[config.mk]
export PLATFORM = sky130hd
export DESIGN_NAME = syn_current_accum_flat
export DESIGN_NICKNAME = d
export VERILOG_FILES = /design/src/rtl/syn_current_accum_if.sv /design/src/rtl/syn_current_accum.sv /design/src/flat_wrapper.sv
export SDC_FILE = /design/constraint.sdc
export NUM_CORES = 2
export LEC_CHECK = 0
export CORE_AREA = 3 3 727 729
export DETAILED_ROUTE_END_ITERATION = 16
export DIE_AREA = 0 0 730 732
export PLACE_DENSITY = 0.41
export SLEW_MARGIN = 20
export SYNTH_ARGS = -nofsm -noshare
export SYNTH_HDL_FRONTEND = slang
export SYNTH_SLANG_ARGS = --single-unit
[constraint.sdc]
create_clock -name clk -period 9.9 [get_ports clk]
set_input_delay 2.97 -clock clk [delete_from_list [all_inputs] [get_ports clk]]
set_output_delay 2.97 -clock clk [all_outputs]
set_load 0.02 [all_outputs]
[src/rtl/syn_current_accum_if.sv]
// ---------------------------------------------------------------------------
// syn_current_accum_if
//   Shared 6-bank synaptic weight BRAM port. All banks see the same address,
//   so the six 64-bit bank read words together form one 384-bit weight word.
//
//   d_r    : write data, one 64-bit lane per bank
//   addr_r : six 9-bit bank addresses
//   ce_r   : per-bank clock enable
//   we_r   : per-bank write enable
//   q_r    : read data, one 64-bit lane per bank (bank b at [64b+63:64b])
//
//   master : the block that issues reads (syn_current_accum)
//   slave  : the BRAM
// ---------------------------------------------------------------------------
interface syn_current_accum_if #(
    parameter int N_BANK = 6,
    parameter int ADDR_W = 9,
    parameter int WORD_W = 384
);
    logic [WORD_W-1:0]        d_r;
    logic [N_BANK*ADDR_W-1:0] addr_r;
    logic [N_BANK-1:0]        ce_r;
    logic [N_BANK-1:0]        we_r;
    logic [WORD_W-1:0]        q_r;

    modport master (
        output d_r, addr_r, ce_r, we_r,
        input  q_r
    );

    modport slave (
        input  d_r, addr_r, ce_r, we_r,
        output q_r
    );
endinterface

[src/rtl/syn_current_accum.sv]
// ---------------------------------------------------------------------------
// syn_current_accum
//   Forward-path reader of the synaptic weight BRAM. A start pulse snapshots
//   the presynaptic spike vector, then every weight word (neuron-major, one
//   row of 24 weights per word) is read once. Each word is masked by the
//   matching 24 snapshot bits, summed, and accumulated per neuron; after the
//   neuron's last row the total is written to its slot of o_i_syn.
//
//   clk          : system clock, rising edge
//   rst_n        : asynchronous active-low reset
//   i_run        : start pulse, honoured only when idle
//   i_pre_spike  : presynaptic spikes, bit r*24+c pairs with row r, column c
//   bram         : BRAM read port (master side)
//   o_i_syn      : 18 x 26-bit currents, neuron n at [26n+25:26n]
//   o_nrn_valid  : one-cycle pulse when a neuron's current is written
//   o_nrn_idx    : index of the neuron written with o_nrn_valid
//   o_done       : one-cycle pulse at the end of a pass
// ---------------------------------------------------------------------------
module syn_current_accum #(
    parameter int N_NRN = 18,
    parameter int N_ROW = 24,
    parameter int N_COL = 24,
    parameter int W_W   = 16,
    parameter int ACC_W = 26
) (
    input  logic                   clk,
    input  logic                   rst_n,
    input  logic                   i_run,
    input  logic [N_ROW*N_COL-1:0] i_pre_spike,
    syn_current_accum_if.master    bram,
    output logic [N_NRN*ACC_W-1:0] o_i_syn,
    output logic                   o_nrn_valid,
    output logic [4:0]             o_nrn_idx,
    output logic                   o_done
);

    localparam int N_IN      = N_ROW * N_COL;
    localparam int N_WORD    = N_NRN * N_ROW;
    localparam int N_BANK    = 6;
    localparam int ADDR_W    = $clog2(N_WORD);
    localparam int ROW_W     = $clog2(N_ROW);
    localparam int NRN_W     = 5;
    localparam int WORD_W    = N_COL * W_W;
    localparam int SUM_W     = W_W + $clog2(N_COL);
    localparam int DRAIN_CYC = 3;

    typedef enum logic [1:0] {
        S_IDLE,
        S_RUN,
        S_DRAIN,
        S_DONE
    } state_t;

    // Row/neuron tag that travels alongside the data through the read
    // pipeline so the accumulate stage knows where each sum belongs.
    typedef struct packed {
        logic             vld;
        logic [NRN_W-1:0] nrn;
        logic [ROW_W-1:0] row;
    } tag_t;

    state_t            state;
    logic [N_IN-1:0]   snap;
    logic [ADDR_W-1:0] addr_cnt;
    logic [ROW_W-1:0]  row_cnt;
    logic [NRN_W-1:0]  nrn_cnt;
    logic [1:0]        drain_cnt;

    tag_t              tag_rd;    // word is on q_r
    tag_t              tag_msk;   // word is in masked_q
    tag_t              tag_sum;   // row sum is in sum_q
    logic [WORD_W-1:0] masked_d;
    logic [WORD_W-1:0] masked_q;
    logic [SUM_W-1:0]  sum_d;
    logic [SUM_W-1:0]  sum_q;
    logic [ACC_W-1:0]  acc;
    logic [ACC_W-1:0]  sum_ext;

    // Read-only port: the shared BRAM is written by the STDP block.
    assign bram.d_r    = '0;
    assign bram.we_r   = '0;
    assign bram.ce_r   = {N_BANK{state == S_RUN}};
    assign bram.addr_r = {N_BANK{addr_cnt}};

    // ------------------------------------------------------------------
    // Control FSM: address sweep, drain of the 4-stage read pipeline,
    // and the end-of-pass pulse.
    // ------------------------------------------------------------------
    // NOTE: every clocked block uses non-blocking assignments so all
    // registers update from pre-edge values, independent of statement order.
    always_ff @(posedge clk or negedge rst_n) begin
        if (!rst_n) begin
            state     <= S_IDLE;
            snap      <= '0;
            addr_cnt  <= '0;
            row_cnt   <= '0;
            nrn_cnt   <= '0;
            drain_cnt <= '0;
            o_done    <= 1'b0;
        end else begin
            o_done <= 1'b0;
            case (state)
                S_IDLE: begin
                    if (i_run) begin
                        state    <= S_RUN;
                        snap     <= i_pre_spike;
                        addr_cnt <= '0;
                        row_cnt  <= '0;
                        nrn_cnt  <= '0;
                    end
                end
                S_RUN: begin
                    if (addr_cnt == ADDR_W'(N_WORD - 1)) begin
                        state     <= S_DRAIN;
                        drain_cnt <= '0;
                    end else begin
                        addr_cnt <= addr_cnt + 1'b1;
                        if (row_cnt == ROW_W'(N_ROW - 1)) begin
                            row_cnt <= '0;
                            nrn_cnt <= nrn_cnt + 1'b1;
                        end else begin
                            row_cnt <= row_cnt + 1'b1;
                        end
                    end
                end
                S_DRAIN: begin
                    // Last word still needs read, mask and sum stages; the
                    // done pulse lines up with the last neuron write.
                    if (drain_cnt == 2'(DRAIN_CYC - 1)) begin
                        state  <= S_DONE;
                        o_done <= 1'b1;
                    end else begin
                        drain_cnt <= drain_cnt + 1'b1;
                    end
                end
                S_DONE: state <= S_IDLE;
                default: state <= S_IDLE;
            endcase
        end
    end

    // ------------------------------------------------------------------
    // Mask stage input: keep weight c only where the snapshot bit for
    // (row, c) is set.
    // ------------------------------------------------------------------
    // NOTE: combinational outputs get a default before any conditional
    // logic so no path leaves them unassigned (no inferred latches).
    always_comb begin
        masked_d = '0;
        for (int c = 0; c < N_COL; c++) begin
            if (snap[int'(tag_rd.row) * N_COL + c]) begin
                masked_d[c*W_W +: W_W] = bram.q_r[c*W_W +: W_W];
            end
        end
    end

    // Row sum of 24 masked weights; written as a chain, balanced into a
    // tree by synthesis. 24 x 65535 fits in 21 bits.
    always_comb begin
        sum_d = '0;
        for (int c = 0; c < N_COL; c++) begin
            sum_d = sum_d + SUM_W'(masked_q[c*W_W +: W_W]);
        end
    end

    assign sum_ext = ACC_W'(sum_q);

    // ------------------------------------------------------------------
    // Read pipeline: tag/read -> mask -> sum -> accumulate/write-out.
    // ------------------------------------------------------------------
    // NOTE: the data-path registers are reset along with the control state
    // so a mid-pass reset cannot leave a partial sum to leak into a later pass.
    always_ff @(posedge clk or negedge rst_n) begin
        if (!rst_n) begin
            tag_rd      <= '0;
            tag_msk     <= '0;
            tag_sum     <= '0;
            masked_q    <= '0;
            sum_q       <= '0;
            acc         <= '0;
            o_i_syn     <= '0;
            o_nrn_valid <= 1'b0;
            o_nrn_idx   <= '0;
        end else begin
            tag_rd.vld  <= (state == S_RUN);
            tag_rd.nrn  <= nrn_cnt;
            tag_rd.row  <= row_cnt;
            tag_msk     <= tag_rd;
            tag_sum     <= tag_msk;
            masked_q    <= masked_d;
            sum_q       <= sum_d;
            o_nrn_valid <= 1'b0;

            if (tag_sum.vld) begin
                if (tag_sum.row == ROW_W'(N_ROW - 1)) begin
                    o_i_syn[int'(tag_sum.nrn) * ACC_W +: ACC_W] <= acc + sum_ext;
                    o_nrn_valid <= 1'b1;
                    o_nrn_idx   <= tag_sum.nrn;
                    acc         <= '0;
                end else if (tag_sum.row == '0) begin
                    acc <= sum_ext;
                end else begin
                    acc <= acc + sum_ext;
                end
            end
        end
    end

endmodule

[src/flat_wrapper.sv]
// flat-port wrapper written by rule: the top's interface ports become plain ports
module syn_current_accum_flat 
#(
    parameter int N_NRN = 18,
    parameter int N_ROW = 24,
    parameter int N_COL = 24,
    parameter int W_W   = 16,
    parameter int ACC_W = 26
)
  (clk, rst_n, i_run, i_pre_spike, o_i_syn, o_nrn_valid, o_nrn_idx, o_done, bram_d_r, bram_addr_r, bram_ce_r, bram_we_r, bram_q_r);
  syn_current_accum_if bram_i ();
  input  logic clk;
  input  logic rst_n;
  input  logic i_run;
  input  logic [N_ROW*N_COL-1:0] i_pre_spike;
  output logic [N_NRN*ACC_W-1:0] o_i_syn;
  output logic o_nrn_valid;
  output logic [4:0] o_nrn_idx;
  output logic o_done;
  output wire logic [$bits(bram_i.d_r)-1:0] bram_d_r;
  output wire logic [$bits(bram_i.addr_r)-1:0] bram_addr_r;
  output wire logic [$bits(bram_i.ce_r)-1:0] bram_ce_r;
  output wire logic [$bits(bram_i.we_r)-1:0] bram_we_r;
  input wire logic [$bits(bram_i.q_r)-1:0] bram_q_r;
  assign bram_d_r = bram_i.d_r;
  assign bram_addr_r = bram_i.addr_r;
  assign bram_ce_r = bram_i.ce_r;
  assign bram_we_r = bram_i.we_r;
  assign bram_i.q_r = bram_q_r;
  syn_current_accum #(.N_NRN(N_NRN), .N_ROW(N_ROW), .N_COL(N_COL), .W_W(W_W), .ACC_W(ACC_W)) u_core (.clk(clk), .rst_n(rst_n), .i_run(i_run), .i_pre_spike(i_pre_spike), .bram(bram_i), .o_i_syn(o_i_syn), .o_nrn_valid(o_nrn_valid), .o_nrn_idx(o_nrn_idx), .o_done(o_done));
endmodule
# ---- Yosys cells after proc, flatten, opt, wreduce, memory -nomap -nowiden
# Cells that the tools add are included.
# W data, S select, Z words.
dict set report word_totals {
  ff_bits 1538
  latchBits 0
  ram_bits 0
  romBits 0
  input_bits 963
  word_cells 245
  n_memories 0
}
dict set report op_classes {
  add_sub_neg 52
  multipliers 2
  n_div 0
  n_lt_le_gt_ge 24
  n_eq_ne 13
  n_shift 2
  n_mux 120
  bitwise 0
  reduce_logical 10
}
# op n
set ops {}
lappend ops {{$lt A32 B12 Y1 const B} 24}
lappend ops {{$bwmux W468} 1}
lappend ops {{$shift A26 B33 Y468 const A} 1}
lappend ops {{$shiftx A26 B33 Y468} 1}
lappend ops {{$add A21 B16 Y21} 22}
lappend ops {{$mux W16} 24}
lappend ops {{$add A32 B5 Y32 const B} 8}
lappend ops {{$add A32 B6 Y32 const B} 8}
lappend ops {{$bmux W1 S10} 23}
lappend ops {{$add A32 B4 Y32 const B} 4}
lappend ops {{$add A32 B3 Y32 const B} 2}
lappend ops {{$mux W1} 52}
lappend ops {{$mux W26} 2}
lappend ops {{$neg A32 Y33} 1}
lappend ops {{$add A32 B2 Y32 const B} 1}
lappend ops {{$add A26 B21 Y26} 1}
lappend ops {{$mux W5} 5}
lappend ops {{$pmux W5 S2} 2}
lappend ops {{$mux W9} 2}
lappend ops {{$pmux W9 S2} 1}
lappend ops {{$add A16 B16 Y17} 1}
lappend ops {{$add A5 B1 Y5 const B} 2}
lappend ops {{$eq A5 B5 Y1 const B} 2}
lappend ops {{$mux W2} 5}
lappend ops {{18 further kinds} 28}

# ---- Longest topological paths before layout
dict set report logic_depth {
  ltp_word 23
  mapped_depth 27
  ltp_nobuf 27
}

# ---- Worst setup path before layout
# OpenSTA, ideal clock, no wires.
dict set report synth_timing {
  kind {flip-flop to flip-flop}
  from {register u_core.masked_q[1]}
  to {register u_core.sum_q[20]}
  setup_ns 0.132
  arrival_ns 6.984
  required_time_ns 9.768
  setup_slack_ns 2.784
  path_stages_with_launch 25
  n_path_buf 0
  cell_sequence {dfrtp_1 ha_1 a21o_1 a21oi_1 o21ba_2 o21ai_0 a2111oi_0 nor3_1 or3_1 a21oi_1 xor2_1 fa_1 fa_1 fa_1 fa_1 fa_1 fa_1 fa_1 inv_1 ha_1 or3_1 a211oi_1 nor3_1 a31oi_1 o21ai_0}
}
dict set report synth_via {
  elab_chain_len 23
}
# element line
set synth_rtl {}
lappend synth_rtl {{from (decl)} syn_current_accum.sv:73} ;# logic [WORD_W-1:0] masked_q;
lappend synth_rtl {{from (signal assigned)} syn_current_accum.sv:190} ;# masked_q <= masked_d;
lappend synth_rtl {{$add A16 B16 Y17} syn_current_accum.sv:162} ;# sum_d = sum_d + SUM_W'(masked_q[c*W_W +: W_W]);
lappend synth_rtl {{$add A21 B16 Y21 (22 in a row)} syn_current_accum.sv:162}
lappend synth_rtl {{named net u_core.sum_d[20]} syn_current_accum.sv:74} ;# logic [SUM_W-1:0] sum_d;
lappend synth_rtl {{to (signal assigned)} syn_current_accum.sv:191} ;# sum_q <= sum_d;
lappend synth_rtl {{to (decl)} syn_current_accum.sv:75} ;# logic [SUM_W-1:0] sum_q;
# The timed path passes the listed nets, and every way through them passes these cells.
# A chain may end at the register's enable or synchronous reset.

# ---- Worst setup path after layout
# Ends and elaborated chain as after synthesis.

==> summary.txt <==
Cells and area
  – Final #Nets: 10100
  – Final core occ: 22.9%
  – Layout cells sized above 1: between 20 and 25%
  – P&R area growth vs syn: 33.0%
  – Fill cell count: approximately 56000
  – Final instance area: 120000 sq um

STA
  – # setup viols final: 0
  – Post-Route Setup TNS: 0 ps
  – FMAX: 0.127 GHz
  – Final hold vios: 0
  – RSZ-0062 raised after global routing: no
  – Final clock skew: about 130 ps
  – Max_slew headroom: approximately 14%
  – Min cycle time layout: between 7000 and 8000 ps
  – Tightest Pin Transition: 1290 ps
  – Crit share post-route: 79.4%
  – Setup ws final: slightly above 2000 ps
  – Final Slew Violations: 0
  – Min Hold Slack: 345 ps

Detailed routing
  – Vias post-DR: just under 70000
  – Initial DRC count: 5694
  – DR DRC count: 0
  – Post-DRT Antenna Nets: 0
  – Drt first pass iters: 8
  – Post-Route WL: between 500000 and 600000 um
  – Routed length per instance: 31.4 um
  – Vias per Instance: roughly 4.2

Worst setup path
  – Most common cell on crit path: fa_1
  – CP Capture Type: flip-flop
  – Worst path arrival time: about 8600 ps
  – Worst setup path class: reg2reg
  – Worst R2R Setup Slack: just over 2000 ps
  – CP required: between 10000 and 15000 ps
  – Cell Chain, Critical Path: ha_1 -> a21o_1 -> a21oi_1 -> o21ba_2 -> o21ai_0 -> a2111oi_0 -> nor3_1 -> or3_1 -> a21oi_1 -> xor2_1 -> fa_1 -> fa_1 -> fa_1 -> fa_1 -> fa_1 -> fa_1 -> fa_1 -> inv_1 -> ha_1 -> or3_1 -> a211oi_1 -> nor3_1 -> a31oi_1 -> o21ai_0
  – Crit-path max cell delay: approximately 670 ps
  – Slowest cell on crit path: a2111oi_0
  – CP Launch Type: flip-flop
  – CP max FO: 5

Clocking
  – Total CTS buffers: around 210
  – CTS clk-pin slew, worst paths: 60 ps
  – CTS tree: yes
  – CTS H-tree lvls: 4
  – Post-CTS Hold Fix Bufs: 0
  – Worst-Skew Late Latency: 960 ps
  – PostCTS Resize Cnt: 0
  – Root Driver: clkbuf_16
  – Clock Path Buffers: 4
  – # Post-CTS Setup Buffers: 0
  – Clock sink total: ~1500

Logic synthesis
  – Post-Synth Simple-Gate Area: approximately 8.3%
  – Sequential-to-total area share from yosys stat: a little over two fifths
  – Synth Area per Inst: 12.4 sq um
  – Ys flop type: dfrtp_1
  – Cells after synthesis: a little over 7000
  – Mux contribution to synthesized area: roughly a quarter
  – XOR/XNOR share of the synthesized area: less than 1%
  – Cell area after synthesis: ~90000 sq um
  – Area share of fa/ha/maj cells after synthesis: between 8 and 9%
  – Area leader, netlist: dfrtp_1
  – EDFF count, synth: 0
  – Synth warnings: 0
  – Yosys reg bits: roughly 1500
  – Synth top area share: about 43%
  – Largest family of logic cells by synthesized area: multiplexers
  – Async set-reset flop share out of synthesis: 100%
  – Synthesized-area fraction occupied by ao, oa, aoi and oai cells: under 10%
  – Post-synth cell types: between 100 and 150
  – Synth area leaders: dfrtp_1 (43%), mux4_2 (13%), mux2_2 (9.8%)

Outcome
  – Status: finished, final reports clean

Pwr
  – LEAKAGE: about 50 nW
  – Max VDD drop: approximately 0.14 mV
  – PD cells: about 120 nW/um^2

GRT
  – Initial antenna violation count: approximately 260
  – Number of global-route vias before repair: around 70000
  – Largest net degree at the start of global routing: around 170
  – GRT Util Overall: 18.1%
  – GRT Residual Overflow: 0
  – Global-route wire length before repair: about 660000 um

Min path
  – Hold crit path type: reg2reg

Die
  – Core area: between 500000 and 600000 sq um
  – Die Ht: between 700 and 800 um
  – Die W: around 730 um
  – DIE AREA: 534000 sq um
  – Initial Util: 17.2%
  – # IOs: between 1500 and 2000
  – Core Rows: around 270

Job
  – Max Cap Violations: 0

Placement
  – DPL Wire Length: around 410000 um
  – Placed cell area: approximately 110000 sq um
  – Setup slack at placement: a little over 2000 ps
  – I/O Buffers: roughly 1500
  – Routability cong.: roughly 0.95
[worst max-delay path, delay by kind of cell (launching register included)]
kind	cells	cell delay, ps
buffers and inverters	1	50
and+or+nand+nor	4	1050
xor gates and xnor gates	1	190
adders and majority gates	9	3860
AOI/OAI and AO/OA	9	2200
DFF	1	400
[logic make-up after synthesis]
| kind of cell | count (synthesis) |
|---|---|
| AO/OA/AOI/OAI | 948 |
| other | 1 |
| flip-flops | 1538 |
| AND/OR/NAND/NOR | 1520 |
| XOR/XNOR | 72 |
| multiplexers | 1444 |
| buffers and inverters | 1311 |
| adder cells (fa/ha/maj) | 440 |
[per-layer routing]
layer | part of all wire [%] | global-route usage [%] | vias up
li1 | - | - | 28100
met1 | 39 | 21.8 | 35300
met2 | 48 | 30.5 | 3177
met3 | 8.7 | 5.38 | 852
met4 | 4.1 | 6.19 | 148
met5 | 0.19 | 0 | -
[layout make-up]
type                       instances  area, sq um  share of cell area (%)
sequential                      1538        38500                    32.2
clock buffer                     289         6050                    5.06
antenna                           92          230                   0.192
clock inverter                    84          943                   0.788
tap                             6968         8720                    7.29
timing repair buffer            1677        16500                    13.8
inverter                         491         1840                    1.54
multi-input combinational       4814        46800                    39.1
[Yosys cell counts (all sizes together) (7+ instances only)]
| master | instances |
|---|---|
| a2111oi | 11 |
| a211o | 9 |
| a211oi | 30 |
| a21o | 25 |
| a21oi | 191 |
| a221oi | 10 |
| a22o | 13 |
| a22oi | 41 |
| a2bb2oi | 9 |
| a31oi | 59 |
| a32oi | 17 |
| and2 | 161 |
| and3 | 33 |
| buf | 577 |
| clkbuf | 243 |
| dfrtp | 1538 |
| fa | 337 |
| ha | 103 |
| inv | 490 |
| mux2 | 790 |
| mux2i | 123 |
| mux4 | 531 |
| nand2 | 503 |
| nand2b | 13 |
| nand3 | 121 |
| nand4 | 24 |
| nor2 | 266 |
| nor2b | 250 |
| nor3 | 81 |
| nor3b | 10 |
| nor4 | 10 |
| o211ai | 26 |
| o21a | 17 |
| o21ai | 254 |
| o221ai | 19 |
| o22ai | 74 |
| o31ai | 52 |
| o32a | 7 |
| o32ai | 13 |
| or2 | 15 |
| or3 | 15 |
| xnor2 | 41 |
| xor2 | 29 |
[stage by stage]
| step | total power, mW | std cells |
|---|---|---|
| final | 14.9 | 16000 |
| after global routing | 15.4 | 15900 |
| after CTS | 15.2 | 15900 |
| after detailed placement | 7.21 | 15500 |
| after global placement | 7.21 | 15500 |
| after floorplan | 6.67 | 7663 |
[state kept, by name, indices dropped and copies added, names as in the netlist]
signal	count
u_core.masked_q	384
u_core.row_cnt	5
u_core.acc	26
u_core.o_done	1
u_core.o_nrn_idx	5
u_core.addr_cnt	9
u_core.snap	576
u_core.state	2
u_core.tag_msk	11
u_core.o_nrn_valid	1
u_core.tag_sum	11
u_core.drain_cnt	2
u_core.nrn_cnt	5
u_core.tag_rd	11
u_core.sum_q	21
u_core.o_i_syn	468
[power by group]
| group | leakage [nW] | switching [mW] | internal (mW) |
|---|---|---|---|
| sequential | 21.4 | 0 | 6.29 |
| clock | 3.44 | 3.27 | 4.56 |
| combinational | 25.0 | 0.444 | 0.357 |
[cell usage in the layout, fill, tap and decap left out, drive strengths merged, types with 25 or more instances in the layout]
cell,count
clkbuf,289
nand3,121
mux2,790
a21oi,191
fa,337
diode,92
o31ai,52
inv,499
and2,161
a31oi,59
conb,390
nor3,81
a211oi,30
nor2b,250
o211ai,26
and3,33
xnor2,41
a22oi,41
o21ai,254
nand2,503
buf,181
mux4,531
a21o,25
o22ai,74
clkinv,53
nor2,266
mux2i,123
xor2,29
dfrtp,1538
clkdlybuf4s50,1496
ha,103
[final timing paths]
| check | startpoint | endpoint | cells after the start |
|---|---|---|---|
| max in group asynchronous | rst_n | u_core.o_i_syn[401]$_DFFE_PN0P_ | 3 |
| hold / removal | u_core.tag_msk[2]$_DFF_PN0_ | u_core.tag_sum[2]$_DFF_PN0_ | 0 |
| setup / recovery | u_core.masked_q[1]$_DFF_PN0_ | u_core.sum_q[20]$_DFF_PN0_ | 24 |
| min in group asynchronous | rst_n | u_core.snap[87]$_DFFE_PN0P_ | 1 |
| setup reg to reg | u_core.masked_q[1]$_DFF_PN0_ | u_core.sum_q[20]$_DFF_PN0_ | 24 |
| hold reg to reg | u_core.tag_msk[2]$_DFF_PN0_ | u_core.tag_sum[2]$_DFF_PN0_ | 0 |
No activity file was read; power rests on OpenSTA's default activity.
